==> src/rtl/alu_issue_stage_if.sv <==
// rtl/alu_issue_stage_if.sv - instruction, ALU drive and result-tracking signals of the ALU issue stage
interface alu_issue_stage_if #(
    parameter int WIDTH = 16,
    parameter int TAG_W = 3,
    parameter int IMM_W = 8
);
    logic             in_valid;
    logic             in_ready;
    logic [3:0]       in_op;
    logic [WIDTH-1:0] in_rs_val;
    logic [WIDTH-1:0] in_rt_val;
    logic [IMM_W-1:0] in_imm;
    logic [TAG_W-1:0] in_dest;
    logic [WIDTH-1:0] alu_in1;
    logic [WIDTH-1:0] alu_in2;
    logic [2:0]       alu_control;
    logic             res_valid;
    logic             res_ready;
    logic [TAG_W-1:0] res_dest;
    logic             illegal_op;

    modport master (
        output in_valid, in_op, in_rs_val, in_rt_val, in_imm, in_dest, res_ready,
        input  in_ready, alu_in1, alu_in2, alu_control, res_valid, res_dest, illegal_op
    );

    modport slave (
        input  in_valid, in_op, in_rs_val, in_rt_val, in_imm, in_dest, res_ready,
        output in_ready, alu_in1, alu_in2, alu_control, res_valid, res_dest, illegal_op
    );
endinterface

==> src/rtl/alu_issue_stage.sv <==
// rtl/alu_issue_stage.sv - decodes and issues operands to the free-running ALU and tracks its result
module alu_issue_stage #(
    parameter int WIDTH = 16,
    parameter int TAG_W = 3,
    parameter int IMM_W = 8
) (
    input logic             clock,
    input logic             reset,
    alu_issue_stage_if.slave bus
);
    localparam logic [2:0] CTL_AND = 3'd0;
    localparam logic [2:0] CTL_OR  = 3'd1;
    localparam logic [2:0] CTL_ADD = 3'd2;
    localparam logic [2:0] CTL_SLL = 3'd4;
    localparam logic [2:0] CTL_SRL = 3'd5;
    localparam logic [2:0] CTL_SRA = 3'd6;
    localparam logic [2:0] CTL_SLT = 3'd7;

    logic             stall;
    logic             accept;
    logic             dec_legal;
    logic [2:0]       dec_ctrl;
    logic [WIDTH-1:0] dec_in2;
    logic [WIDTH-1:0] imm_sext;
    logic [WIDTH-1:0] imm_zext;
    logic [WIDTH-1:0] shamt_zext;

    logic             issue_valid;
    logic [WIDTH-1:0] issue_in1;
    logic [WIDTH-1:0] issue_in2;
    logic [2:0]       issue_ctrl;
    logic [TAG_W-1:0] issue_dest;

    logic [WIDTH-1:0] shadow_in1;
    logic [WIDTH-1:0] shadow_in2;
    logic [2:0]       shadow_ctrl;

    logic             res_valid_q;
    logic [TAG_W-1:0] res_dest_q;
    logic             illegal_q;

    assign stall  = res_valid_q & ~bus.res_ready;
    assign accept = bus.in_valid & ~stall;

    assign imm_sext   = {{(WIDTH-IMM_W){bus.in_imm[IMM_W-1]}}, bus.in_imm};
    assign imm_zext   = {{(WIDTH-IMM_W){1'b0}}, bus.in_imm};
    assign shamt_zext = {{(WIDTH-4){1'b0}}, bus.in_imm[3:0]};

    // Register ops pass op[2:0] straight through; immediate ops remap onto the same ALU functions.
    always_comb begin
        dec_legal = 1'b1;
        dec_ctrl  = bus.in_op[2:0];
        dec_in2   = bus.in_rt_val;
        if (bus.in_op[3]) begin
            case (bus.in_op[2:0])
                3'd0: begin dec_ctrl = CTL_ADD; dec_in2 = imm_sext;   end
                3'd1: begin dec_ctrl = CTL_AND; dec_in2 = imm_zext;   end
                3'd2: begin dec_ctrl = CTL_OR;  dec_in2 = imm_zext;   end
                3'd3: begin dec_ctrl = CTL_SLT; dec_in2 = imm_sext;   end
                3'd4: begin dec_ctrl = CTL_SLL; dec_in2 = shamt_zext; end
                3'd5: begin dec_ctrl = CTL_SRL; dec_in2 = shamt_zext; end
                3'd6: begin dec_ctrl = CTL_SRA; dec_in2 = shamt_zext; end
                default: begin
                    dec_legal = 1'b0;
                    dec_ctrl  = CTL_AND;
                    dec_in2   = bus.in_rt_val;
                end
            endcase
        end
    end

    always_ff @(posedge clock or posedge reset) begin
        if (reset) begin
            issue_valid <= 1'b0;
            issue_in1   <= '0;
            issue_in2   <= '0;
            issue_ctrl  <= '0;
            issue_dest  <= '0;
            shadow_in1  <= '0;
            shadow_in2  <= '0;
            shadow_ctrl <= '0;
            res_valid_q <= 1'b0;
            res_dest_q  <= '0;
            illegal_q   <= 1'b0;
        end else begin
            illegal_q <= accept & ~dec_legal;
            if (!stall) begin
                issue_valid <= accept & dec_legal;
                if (accept && dec_legal) begin
                    issue_in1  <= bus.in_rs_val;
                    issue_in2  <= dec_in2;
                    issue_ctrl <= dec_ctrl;
                    issue_dest <= bus.in_dest;
                end
                // The ALU samples the issue set on this same edge; keep a copy to replay while stalled.
                shadow_in1  <= issue_in1;
                shadow_in2  <= issue_in2;
                shadow_ctrl <= issue_ctrl;
                res_valid_q <= issue_valid;
                res_dest_q  <= issue_dest;
            end
        end
    end

    assign bus.in_ready    = ~stall;
    assign bus.alu_in1     = stall ? shadow_in1  : issue_in1;
    assign bus.alu_in2     = stall ? shadow_in2  : issue_in2;
    assign bus.alu_control = stall ? shadow_ctrl : issue_ctrl;
    assign bus.res_valid   = res_valid_q;
    assign bus.res_dest    = res_dest_q;
    assign bus.illegal_op  = illegal_q;
endmodule

==> src/flat_wrapper.sv <==
// flat-port wrapper written by rule: the top's interface ports become plain ports
module alu_issue_stage_flat 
#(
    parameter int WIDTH = 16,
    parameter int TAG_W = 3,
    parameter int IMM_W = 8
)
  (clock, reset, bus_in_valid, bus_in_op, bus_in_rs_val, bus_in_rt_val, bus_in_imm, bus_in_dest, bus_res_ready, bus_in_ready, bus_alu_in1, bus_alu_in2, bus_alu_control, bus_res_valid, bus_res_dest, bus_illegal_op);
  alu_issue_stage_if #(.WIDTH(WIDTH), .TAG_W(TAG_W), .IMM_W(IMM_W)) bus_i ();
  input logic clock;
  input logic reset;
  input wire logic [$bits(bus_i.in_valid)-1:0] bus_in_valid;
  input wire logic [$bits(bus_i.in_op)-1:0] bus_in_op;
  input wire logic [$bits(bus_i.in_rs_val)-1:0] bus_in_rs_val;
  input wire logic [$bits(bus_i.in_rt_val)-1:0] bus_in_rt_val;
  input wire logic [$bits(bus_i.in_imm)-1:0] bus_in_imm;
  input wire logic [$bits(bus_i.in_dest)-1:0] bus_in_dest;
  input wire logic [$bits(bus_i.res_ready)-1:0] bus_res_ready;
  output wire logic [$bits(bus_i.in_ready)-1:0] bus_in_ready;
  output wire logic [$bits(bus_i.alu_in1)-1:0] bus_alu_in1;
  output wire logic [$bits(bus_i.alu_in2)-1:0] bus_alu_in2;
  output wire logic [$bits(bus_i.alu_control)-1:0] bus_alu_control;
  output wire logic [$bits(bus_i.res_valid)-1:0] bus_res_valid;
  output wire logic [$bits(bus_i.res_dest)-1:0] bus_res_dest;
  output wire logic [$bits(bus_i.illegal_op)-1:0] bus_illegal_op;
  assign bus_i.in_valid = bus_in_valid;
  assign bus_i.in_op = bus_in_op;
  assign bus_i.in_rs_val = bus_in_rs_val;
  assign bus_i.in_rt_val = bus_in_rt_val;
  assign bus_i.in_imm = bus_in_imm;
  assign bus_i.in_dest = bus_in_dest;
  assign bus_i.res_ready = bus_res_ready;
  assign bus_in_ready = bus_i.in_ready;
  assign bus_alu_in1 = bus_i.alu_in1;
  assign bus_alu_in2 = bus_i.alu_in2;
  assign bus_alu_control = bus_i.alu_control;
  assign bus_res_valid = bus_i.res_valid;
  assign bus_res_dest = bus_i.res_dest;
  assign bus_illegal_op = bus_i.illegal_op;
  alu_issue_stage #(.WIDTH(WIDTH), .TAG_W(TAG_W), .IMM_W(IMM_W)) u_core (.clock(clock), .reset(reset), .bus(bus_i));
endmodule
==> config.mk <==
export PLATFORM = sky130hd
export DESIGN_NAME = alu_issue_stage_flat
export DESIGN_NICKNAME = d
export VERILOG_FILES = /design/src/rtl/alu_issue_stage_if.sv /design/src/rtl/alu_issue_stage.sv /design/src/flat_wrapper.sv
export SDC_FILE = /design/constraint.sdc
export NUM_CORES = 1
export LEC_CHECK = 0
export CAP_MARGIN = 20
export CORE_MARGIN = 1
export CORE_UTILIZATION = 42
export DETAILED_ROUTE_END_ITERATION = 7
export PLACE_DENSITY = 0.72
export SLEW_MARGIN = 20
export SYNTH_ARGS = -nofsm -noshare
export SYNTH_HDL_FRONTEND = slang
export SYNTH_SLANG_ARGS = --single-unit
==> constraint.sdc <==
create_clock -name clock -period 8.1 [get_ports clock]
set_clock_uncertainty 0.15 [all_clocks]
set_input_delay 1.62 -clock clock [delete_from_list [all_inputs] [get_ports clock]]
set_output_delay 1.62 -clock clock [all_outputs]
set_load 0.02 [all_outputs]
# After elaboration in Yosys (flattened, before gate mapping)
# Index checks and enable logic that the tools add are counted.
# classes
multipliers	0
eq_ne	6
magnitude_cmp	0
n_reduce_logical	7
div_mod_pow	0
n_bitwise	7
muxes	9
n_shift	0
n_addsub	0
# op_table
op	n
$mux W16	3
$pmux W16 S3	1
$pmux W3 S6	1
$eq A3 B3 Y1 const B	3
$reduce_or A7 Y1	1
$eq A3 B2 Y1 const B	2
$mux W3	2
$and A1 B1 Y1	4
$reduce_or A2 Y1	2
$eq A3 B1 Y1 const B	1
$logic_not A3 Y1	1
$not A1 Y1	3
$reduce_or A3 Y1	1
$mux W1	2
$reduce_and A2 Y1	1
$logic_and A1 B1 Y1	1
# totals
ramBits	0
latch_bits	0
in_bits	51
mem_bits_ro	0
reg_bits	79
output_inout_bits	41
n_memories	0

# Logic depth before layout (Yosys ltp)
# Gate-level depths: netlist of the first run.
# depth
ltp_word	6
depth_mapped	7

# Least setup slack after synthesis of the first run
# OpenSTA, ideal clock, no wires.
# synth_path
path_type	input to output
startpoint	input port bus_res_ready
endpoint	output port bus_alu_in1[10]
n_path_buf	2
stages	5
path_slack_ps	3776
arrival_ps	2554
cell_sequence	nor2b_1 buf_2 buf_1 nand2_1 nand2_1
# synth_via
elab_chain_len	3
# synth_rtl
element	line_no	source
start, declared	flat_wrapper.sv:18	input wire logic [$bits(bus_i.res_ready)-1:0] bus_res_ready;
$not A1 Y1	alu_issue_stage.sv:42	assign stall = res_valid_q & ~bus.res_ready;
$and A1 B1 Y1	alu_issue_stage.sv:42	
$mux W16	alu_issue_stage.sv:106	assign bus.alu_in1 = stall ? shadow_in1 : issue_in1;
end, declared	flat_wrapper.sv:20	output wire logic [$bits(bus_i.alu_in1)-1:0] bus_alu_in1;
# Every way passes these cells.

# Worst setup path after layout of the first run
# layout_path
startpoint	input port bus_res_ready
endpoint	output port bus_alu_in2[1]
# layout_via
elab_chain_len	3
# layout_rtl
element	line_no	source
$not A1 Y1	alu_issue_stage.sv:42	
$and A1 B1 Y1	alu_issue_stage.sv:42	
$mux W16	alu_issue_stage.sv:107	assign bus.alu_in2 = stall ? shadow_in2 : issue_in2;
end, declared	flat_wrapper.sv:21	output wire logic [$bits(bus_i.alu_in2)-1:0] bus_alu_in2;
# Every way passes these cells.

==> flow_summary.json, run 1 <==
{
  "outcome": "completed",
  "yosys_warnings": 0,
  "ant_nets": 0,
  "endpoint_kind": "primary output",
  "seqPwrFrac": 0.423,
  "die_w_um": 90.5,
  "clk_latency_ps": 330,
  "post-route-period-util": 0.727,
  "htreeDepth": 3,
  "post-cts-setup-buffer-count": 0,
  "cts_buffers": 9,
  "final_area_um2": 4490,
  "synthesis.area_um2": 3290,
  "worstMarginPinSlew_ps": 1010,
  "r2r_end": "u_core.issue_in1[8]",
  "holdPathStages": 2,
  "vias": 2526,
  "area_growth_pct": 36.5,
  "rows": 31,
  "grt_pass1_wl_um": 11800,
  "vdd_ir_drop_max_uv": 115,
  "comb_power_share": 0.278,
  "synth_nets": 368,
  "p_int_uw": 854,
  "finalHoldViolCount": 0,
  "timing.reg2reg.setup_slack_ps": 4860,
  "chipHeight_um": 90.5,
  "cts_tree": "built",
  "dieArea_um2": 8190,
  "p_sw_uw": 352,
  "pwr-share-clk": 0.299,
  "switching_share": 0.292,
  "ios": 92,
  "initial_core_util": 0.444,
  "synth.distinct_cells": 27,
  "drtIter0Drc": 120,
  "via_per_inst": 5.02,
  "clk_pin_slew_ps": 80,
  "post_cts_resized": 0,
  "routedWlPerCell_um": 14.0,
  "grt_pass1_vias": 2373,
  "antenna_found_initial": 0,
  "arrival_ps": 4120,
  "grt_use_total": 0.180,
  "ys_seq_area_frac": 0.601,
  "gp_congestion": 0.781,
  "r2r_start": "u_core.bus.res_valid",
  "clock_path_buffers": 2,
  "cp.required_ps": 6330,
  "netlist_instances": 317,
  "hold_path_end": "u_core.shadow_in2[7]",
  "ys_ff_latch": 79,
  "power_density_nw_per_um2": 268,
  "cap_violations": 0,
  "gr-total-overflow": 0,
  "p_leak_uw": 0.00202,
  "drcViolationCount": 0,
  "worst_setup_path_start_kind": "input port",
  "path_max_fanout": 62,
  "hp-class": "flop to flop",
  "rr_worst_depth": 5,
  "clockRootBuffer": "clkbuf_8",
  "dpl.hpwl_um": 4460,
  "setup_tns_ps": 0,
  "max_freq_mhz": 170,
  "core-area_um2": 7410,
  "rsz0062_at_grt": "false",
  "drt-pass1-iter-count": 4,
  "drive_gt1_frac": 0.109,
  "finalSetupViolations": 0,
  "antenna_cells": 0,
  "wl_um": 7050,
  "min_from": "u_core.shadow_in2[7]",
  "io_buffers": 91,
  "clkSinkCount": 79,
  "grt_max_degree": 80,
  "slew_violations": 0,
  "cts_hold_buf": 0,
  "fin_nets": 450,
  "min_period_ps": 5890,
  "slew_headroom": 0.325,
  "crit_type": "input port to primary output",
  "placed_cell_area_um2": 4210,
  "avgSynthCellArea_um2": 10.4
}
## critical path: stages
cell	delay, ps
clkdlybuf4s50_1	510
nor2b_4	40
buf_4	260
inv_2	780
nand2_1	150
nand2_1	120
clkdlybuf4s50_1	610
## cells by family (layout without fill, tap and decap cells)
family,after synthesis,in the layout,share of synthesized area
flops,79,79,0.601
xor+xnor,2,2,0.00532
mux,20,20,0.0806
buf+inv,26,113,0.0452
simple gates,135,135,0.168
compound gates,55,55,0.100
## power groups by stage
| stage | Sequential [uW] | Combinational [uW] | Clock [uW] |
|---|---|---|---|
| after floorplan | 514 | 193 | 0 |
| after global placement | 516 | 333 | 0 |
| after detailed placement | 518 | 338 | 0 |
| after CTS | 511 | 339 | 369 |
| after global routing | 520 | 365 | 384 |
| final | 510 | 335 | 360 |
## cells in the mapped netlist (all sizes together)
cell type	n	area share
nand2b	1	0.0019
nand2	119	0.14
a31o	1	0.0027
and3	2	0.0038
nor2b	1	0.0019
buf	16	0.034
inv	3	0.0034
clkbuf	7	0.0080
o22a	1	0.0027
xnor2	2	0.0053
nand4	1	0.0065
dfrtp	79	0.60
and2b	1	0.0023
mux2	19	0.078
mux2i	1	0.0030
nor3b	1	0.0023
nor2	1	0.0011
nand3	8	0.012
o21ai	16	0.024
a21o	1	0.0023
a31oi	36	0.068
## worst max path at each step
stage	from	endpoint	slack, ps	cells past startpoint
floorplan	bus_res_ready	bus_alu_in1[10]	3780	5
global placement	bus_res_ready	bus_alu_in2[2]	2220	7
detailed placement	bus_res_ready	bus_alu_in2[2]	2190	7
CTS	bus_res_ready	bus_alu_in2[1]	2180	7
global route	bus_res_ready	bus_alu_in2[4]	2020	7
finish	bus_res_ready	bus_alu_in2[1]	2210	7
## through the flow
step                hold slack, ps  instances  utilization  setup slack, ps  power, uW
detailed placement             305        486        0.569             2190        856
finish                         320        503        0.606             2210       1210
global route                   345        503        0.606             2020       1270
floorplan                      285        317            -             3780        707
CTS                            324        502        0.603             2180       1220
global placement               293        486        0.569             2220        849
## cell type report
class                      count  area (um2)
tap                           99         124
clock buffer                  10         138
timing repair buffer          94         953
inverter                       3        12.5
multi-input combinational    212        1170
fill                         631        2920
sequential                    79        1980
clock inverter                 6         115
## registers in the layout, indices dropped and copies added (netlist names)
signal,flops
u_core.shadow_ctrl,3
u_core.shadow_in1,16
u_core.issue_in1,16
u_core.issue_in2,16
u_core.bus.res_dest,3
u_core.issue_ctrl,3
u_core.bus.res_valid,1
u_core.bus.illegal_op,1
u_core.issue_dest,3
u_core.issue_valid,1
u_core.shadow_in2,16
## metal layers
layer	up-vias	routed length (um)	global-route usage
li1	1233	-	-
met1	1197	3270	0.260
met2	89	3300	0.270
met3	7	407	0.0387
met4	0	70	0.0578
met5	-	0	0
## cell usage in the layout (no fill, tap or decap), types with 2 or more instances in the layout
cell type,count
mux2_4,11
mux2_2,8
a31oi_1,36
clkbuf_8,10
buf_4,2
dfrtp_1,79
nand2_1,119
bufinv_16,3
o21ai_0,16
xnor2_1,2
nand3_1,8
inv_6,2
clkdlybuf4s50_1,91
No activity file was read; power rests on OpenSTA's default activity.
==> run 2: changes to the inputs <==
clock period = 5.45 ns   (was 8.1 ns; I/O delays follow)
==> run 2 against run 1 <==
Compared with the run above: total power rose by 43%; via count increased by 0.36%; first-iteration DRC count down 27%; die area stayed put; worst hold slack got worse by 11 ps; routed wire length is 0.38% lower; setup slack got worse by 1200 ps; register-to-register slack lost 2400 ps; utilization shrank 0.62 points; clock power rose by 28%; count of clock-buffer cells in the layout grew 1; critical path type unchanged; critical endpoint is now bus_alu_in2[0]; largest power group unchanged.
==> flow_summary.json, run 2 (same netlist as run 1, synthesis figures left out) <==
{
  "outcome": "completed",
  "placed_cells": 489,
  "path_max_fanout": 54,
  "grt_max_degree": 55,
  "gr-total-overflow": 0,
  "dpl.hpwl_um": 4500,
  "antenna_found_initial": 0,
  "vdd_ir_drop_max_uv": 145,
  "fin_nets": 452,
  "endpoint_kind": "primary output",
  "multi_input_area_um2": 1170,
  "max_freq_mhz": 226,
  "antenna_cells": 0,
  "hp-class": "flop to flop",
  "post-route-period-util": 0.813,
  "setup_slack_ps": 1020,
  "setup_tns_ps": 0,
  "vias": 2535,
  "pwr-share-clk": 0.269,
  "power_density_nw_per_um2": 387,
  "comb_power_share": 0.290,
  "drtIter0Drc": 88,
  "grt_pass1_vias": 2433,
  "switching_share": 0.292,
  "arrival_ps": 3190,
  "die_w_um": 90.5,
  "worstMarginPinSlew_ps": 917,
  "grt_pass1_wl_um": 11800,
  "via_per_inst": 5.03,
  "cts_hold_buf": 0,
  "clock_path_buffers": 2,
  "chipHeight_um": 90.5,
  "finalSetupViolations": 0,
  "cp.required_ps": 4210,
  "worst_setup_path_start_kind": "input port",
  "layout_commonest_cell": "nand2_1",
  "rows": 31,
  "clkSinkCount": 79,
  "p_total_uw": 1720,
  "slew_violations": 0,
  "final_cell_count_no_fill": 504,
  "initial_core_util": 0.444,
  "cts_tree": "built",
  "fillers": 646,
  "p_int_uw": 1220,
  "worst-path-buf-inv": 3,
  "most-common-layout-cells": "nand2_1 (119), clkdlybuf4s50_1 (91), dfrtp_1 (79)",
  "cap_violations": 0,
  "ios": 92,
  "rsz0062_at_grt": "false",
  "post_cts_resized": 0,
  "seqPwrFrac": 0.441,
  "regArea_um2": 1980,
  "dp_slack_ps": 1010,
  "wl_um": 7020,
  "htreeDepth": 3,
  "ant_nets": 0,
  "clk_pin_slew_ps": 80,
  "path_cells": "clkdlybuf4s50_1 -> nor2b_4 -> inv_2 -> nand2_1 -> nand2_1 -> clkdlybuf4s50_1",
  "post-cts-setup-buffer-count": 0,
  "cpLargestDelayFamily": "buffers and inverters",
  "clk_latency_ps": 340,
  "p_leak_uw": 0.00201,
  "drive_gt1_frac": 0.109,
  "crit_type": "input port to primary output",
  "slowest_delay_ps": 650,
  "min_period_ps": 4430,
  "routedWlPerCell_um": 13.9,
  "crit_slowest_cell": "inv_2",
  "drt-pass1-iter-count": 4,
  "dieArea_um2": 8190,
  "io_buffers": 91,
  "gp_congestion": 0.779,
  "grt_use_total": 0.181,
  "clockRootBuffer": "clkbuf_8",
  "core-area_um2": 7410,
  "slew_headroom": 0.388,
  "finalHoldViolCount": 0,
  "cts_buffers": 9,
  "p_sw_uw": 502,
  "area_growth_pct": 35.1,
  "drcViolationCount": 0
}
run 2: changes by cell type in the layout (fill, tap and decap cells not counted):
cell        previous run  this run
clkinvlp_4             1         0
buf_4                  2         5
inv_6                  2         0
bufinv_16              3         2
clkinv_2               1         3
buf_16                 1         0
clkbuf_1               0         1
run 2: per-stage QoR:
step / cell area (um2) / utilization / hold slack (ps)
CTS: 4450 / 0.600 / 311
global placement: 4240 / 0.572 / 296
global route: 4450 / 0.600 / 336
floorplan: 3290 / - / 285
finish: 4450 / 0.600 / 310
detailed placement: 4240 / 0.572 / 301
run 2: layout make-up:
type                    instances  share of cell area
clock buffers                  11              0.0318
clock inverters                 4              0.0158
inverters                       3             0.00281
multi-input cells             212               0.264
flip-flops and latches         79               0.445
well taps                      99              0.0279
repair buffers                 96               0.213
run 2: worst register-to-register path, stage by stage (launching register included):
cell and delay, ps:
dfrtp_1 390, nor2b_4 130, inv_2 650, buf_4 280, and3_2 800, mux2_2 430
run 2: final timing paths:
| path | startpoint | end | slack (ps) | cells after the start |
|---|---|---|---|---|
| max | bus_res_ready | bus_alu_in2[0] | 1020 | 6 |
| min | u_core.issue_valid | u_core.bus.res_valid | 310 | 1 |
| max reg2reg | u_core.bus.res_valid | u_core.issue_in1[9] | 2500 | 5 |
| min reg2reg | u_core.issue_valid | u_core.bus.res_valid | 310 | 1 |
| max in group asynchronous | reset | u_core.shadow_in2[9] | 3220 | 3 |
| min in group asynchronous | reset | u_core.issue_in1[8] | 940 | 2 |
run 2: per-layer routing:
metal | wire length (um) | track usage | vias up
li1 | - | - | 1238
met1 | 3190 | 0.240 | 1206
met2 | 3380 | 0.289 | 87
met3 | 437 | 0.0614 | 4
met4 | 17 | 0.0363 | 0
met5 | 0 | 0 | -
run 2: power groups by stage:
stage               Clock [uW]  Sequential, uW  Combinational, uW
floorplan                    0             764                287
global placement             0             767                498
detailed placement           0             771                504
CTS                        477             760                505
global route               500             772                540
finish                     462             759                498
==> run 3: changes to the inputs <==
PLACE_DENSITY = 0.74   (was 0.72)
clock period = 3.8 ns   (was 5.45 ns; I/O delays follow)
==> run 3 against run 2 <==
Compared with the run above: first-iteration DRC count rose by 10%; largest power group unchanged; final cell count increased by 0.40%; routed wire length is 6.9% higher; cell area rose by 0.14%; critical path type unchanged; non-clock buffer count rose by 1; utilization rose by 0.084 points; worst hold slack gained 9.5 ps; count of clock-buffer cells in the layout shrank 1.
==> flow_summary.json, run 3 (same netlist as run 1, synthesis figures left out) <==
{
  "wl_um": 7510,
  "grt_use_total": 0.195,
  "gp_congestion": 0.745,
  "drt-pass1-iter-count": 5,
  "gr-total-overflow": 0,
  "initial_core_util": 0.444,
  "final_cell_count_no_fill": 506,
  "antenna_found_initial": 0,
  "grt_max_degree": 80,
  "wl_met3_um": 420,
  "die_w_um": 90.5,
  "clock_path_buffers": 2,
  "post_cts_resized": 0,
  "drtIter0Drc": 97,
  "drcViolationCount": 0,
  "slew_headroom": 0.351,
  "setup_slack_ps": 324,
  "vdd_ir_drop_max_uv": 224,
  "clockRootBuffer": "clkbuf_8",
  "antenna_cells": 0,
  "cp.required_ps": 2890,
  "finalHoldViolCount": 0,
  "arrival_ps": 2570,
  "wl_met2_um": 3590,
  "cts_tree": "built",
  "dp_slack_ps": 323,
  "max_freq_mhz": 288,
  "worstMarginPinSlew_ps": 974,
  "htreeDepth": 3,
  "timing.hold.ws_ps": 319,
  "drive_gt1_frac": 0.115,
  "via_per_inst": 5.06,
  "grt_pass1_vias": 2555,
  "post-cts-setup-buffer-count": 0,
  "vias": 2560,
  "layout_commonest_cell": "nand2_1",
  "min_period_ps": 3480,
  "clk_pin_slew_ps": 70,
  "setup_tns_ps": 0,
  "endpoint_kind": "primary output",
  "top_layer": "met4",
  "routedWlPerCell_um": 14.8,
  "post-route-period-util": 0.915,
  "hp-class": "flop to flop",
  "power_density_nw_per_um2": 546,
  "finalSetupViolations": 0,
  "core-area_um2": 7410,
  "p_leak_uw": 0.00201,
  "placed_cell_area_um2": 4260,
  "cts_hold_buf": 0,
  "slew_violations": 0,
  "path_max_fanout": 33,
  "final_area_um2": 4450,
  "rsz0062_at_grt": "false",
  "wl_met1_um": 3420,
  "crit_type": "input port to primary output",
  "placed_cells": 490,
  "clk_latency_ps": 340,
  "grt_pass1_wl_um": 12500,
  "cap_violations": 0,
  "rows": 31,
  "worst_setup_path_start_kind": "input port",
  "ant_nets": 0,
  "outcome": "completed",
  "chipHeight_um": 90.5,
  "dpl.hpwl_um": 4820,
  "most-common-layout-cells": "nand2_1 (119), clkdlybuf4s50_1 (91), dfrtp_1 (79)",
  "clkSinkCount": 79,
  "io_buffers": 91,
  "cts_buffers": 9,
  "fin_nets": 453,
  "ios": 92,
  "dieArea_um2": 8190,
  "area_growth_pct": 35.3
}
-- run 3: changes by cell type in the layout (fill, tap and decap cells not counted) --
cell,change
clkinv_2,+1
clkinvlp_4,+2
bufinv_16,-1
buf_12,+1
clkbuf_1,-1
-- run 3: area by class of cell --
type                    count  area, um2
clock buffers              10        138
clock inverters             6       60.1
fillers                   658       2960
inverters                   3       12.5
multi-input cells         212       1170
flip-flops and latches     79       1980
well taps                  99        124
repair buffers             97        968
-- run 3: path summary, 6_finish.rpt --
check                                     start                    to  slack (ps)  cells past startpoint
setup / recovery                  bus_res_ready        bus_alu_in2[1]         320                      6
hold / removal               u_core.issue_valid  u_core.bus.res_valid         320                      1
min in group asynchronous                 reset  u_core.shadow_in1[6]         860                      3
setup reg to reg           u_core.bus.res_valid  u_core.issue_in1[10]        1400                      5
hold reg to reg              u_core.issue_valid  u_core.bus.res_valid         320                      1
max in group asynchronous                 reset  u_core.issue_dest[0]        1990                      3
-- run 3: power breakdown --
part	switching [uW]	total, uW	leakage [uW]	internal [uW]
Combinational	381	732	0.000985	351
Sequential	67.5	1080	0.000925	1020
Clock	297	615	0.0000981	318
Total	745	2430	0.00201	1690
-- run 3: worst max-delay path, stage by stage --
cell and delay [ps]:
clkdlybuf4s50_1 450, nor2b_4 150, buf_4 360, nand2_1 120
nand2_1 110, clkdlybuf4s50_1 610
-- run 3: through the flow --
step            util  total power, uW
2_1_floorplan      -             1510
3_3_place_gp   0.574             1820
3_5_place_dp   0.574             1840
4_1_cts        0.601             2460
5_1_grt        0.601             2570
6_report       0.601             2430
-- run 3: layer usage --
layer,vias to the layer above,GRT usage
met5,-,0
met4,0,0.0618
met2,86,0.307
li1,1236,-
met3,9,0.0497
met1,1229,0.262
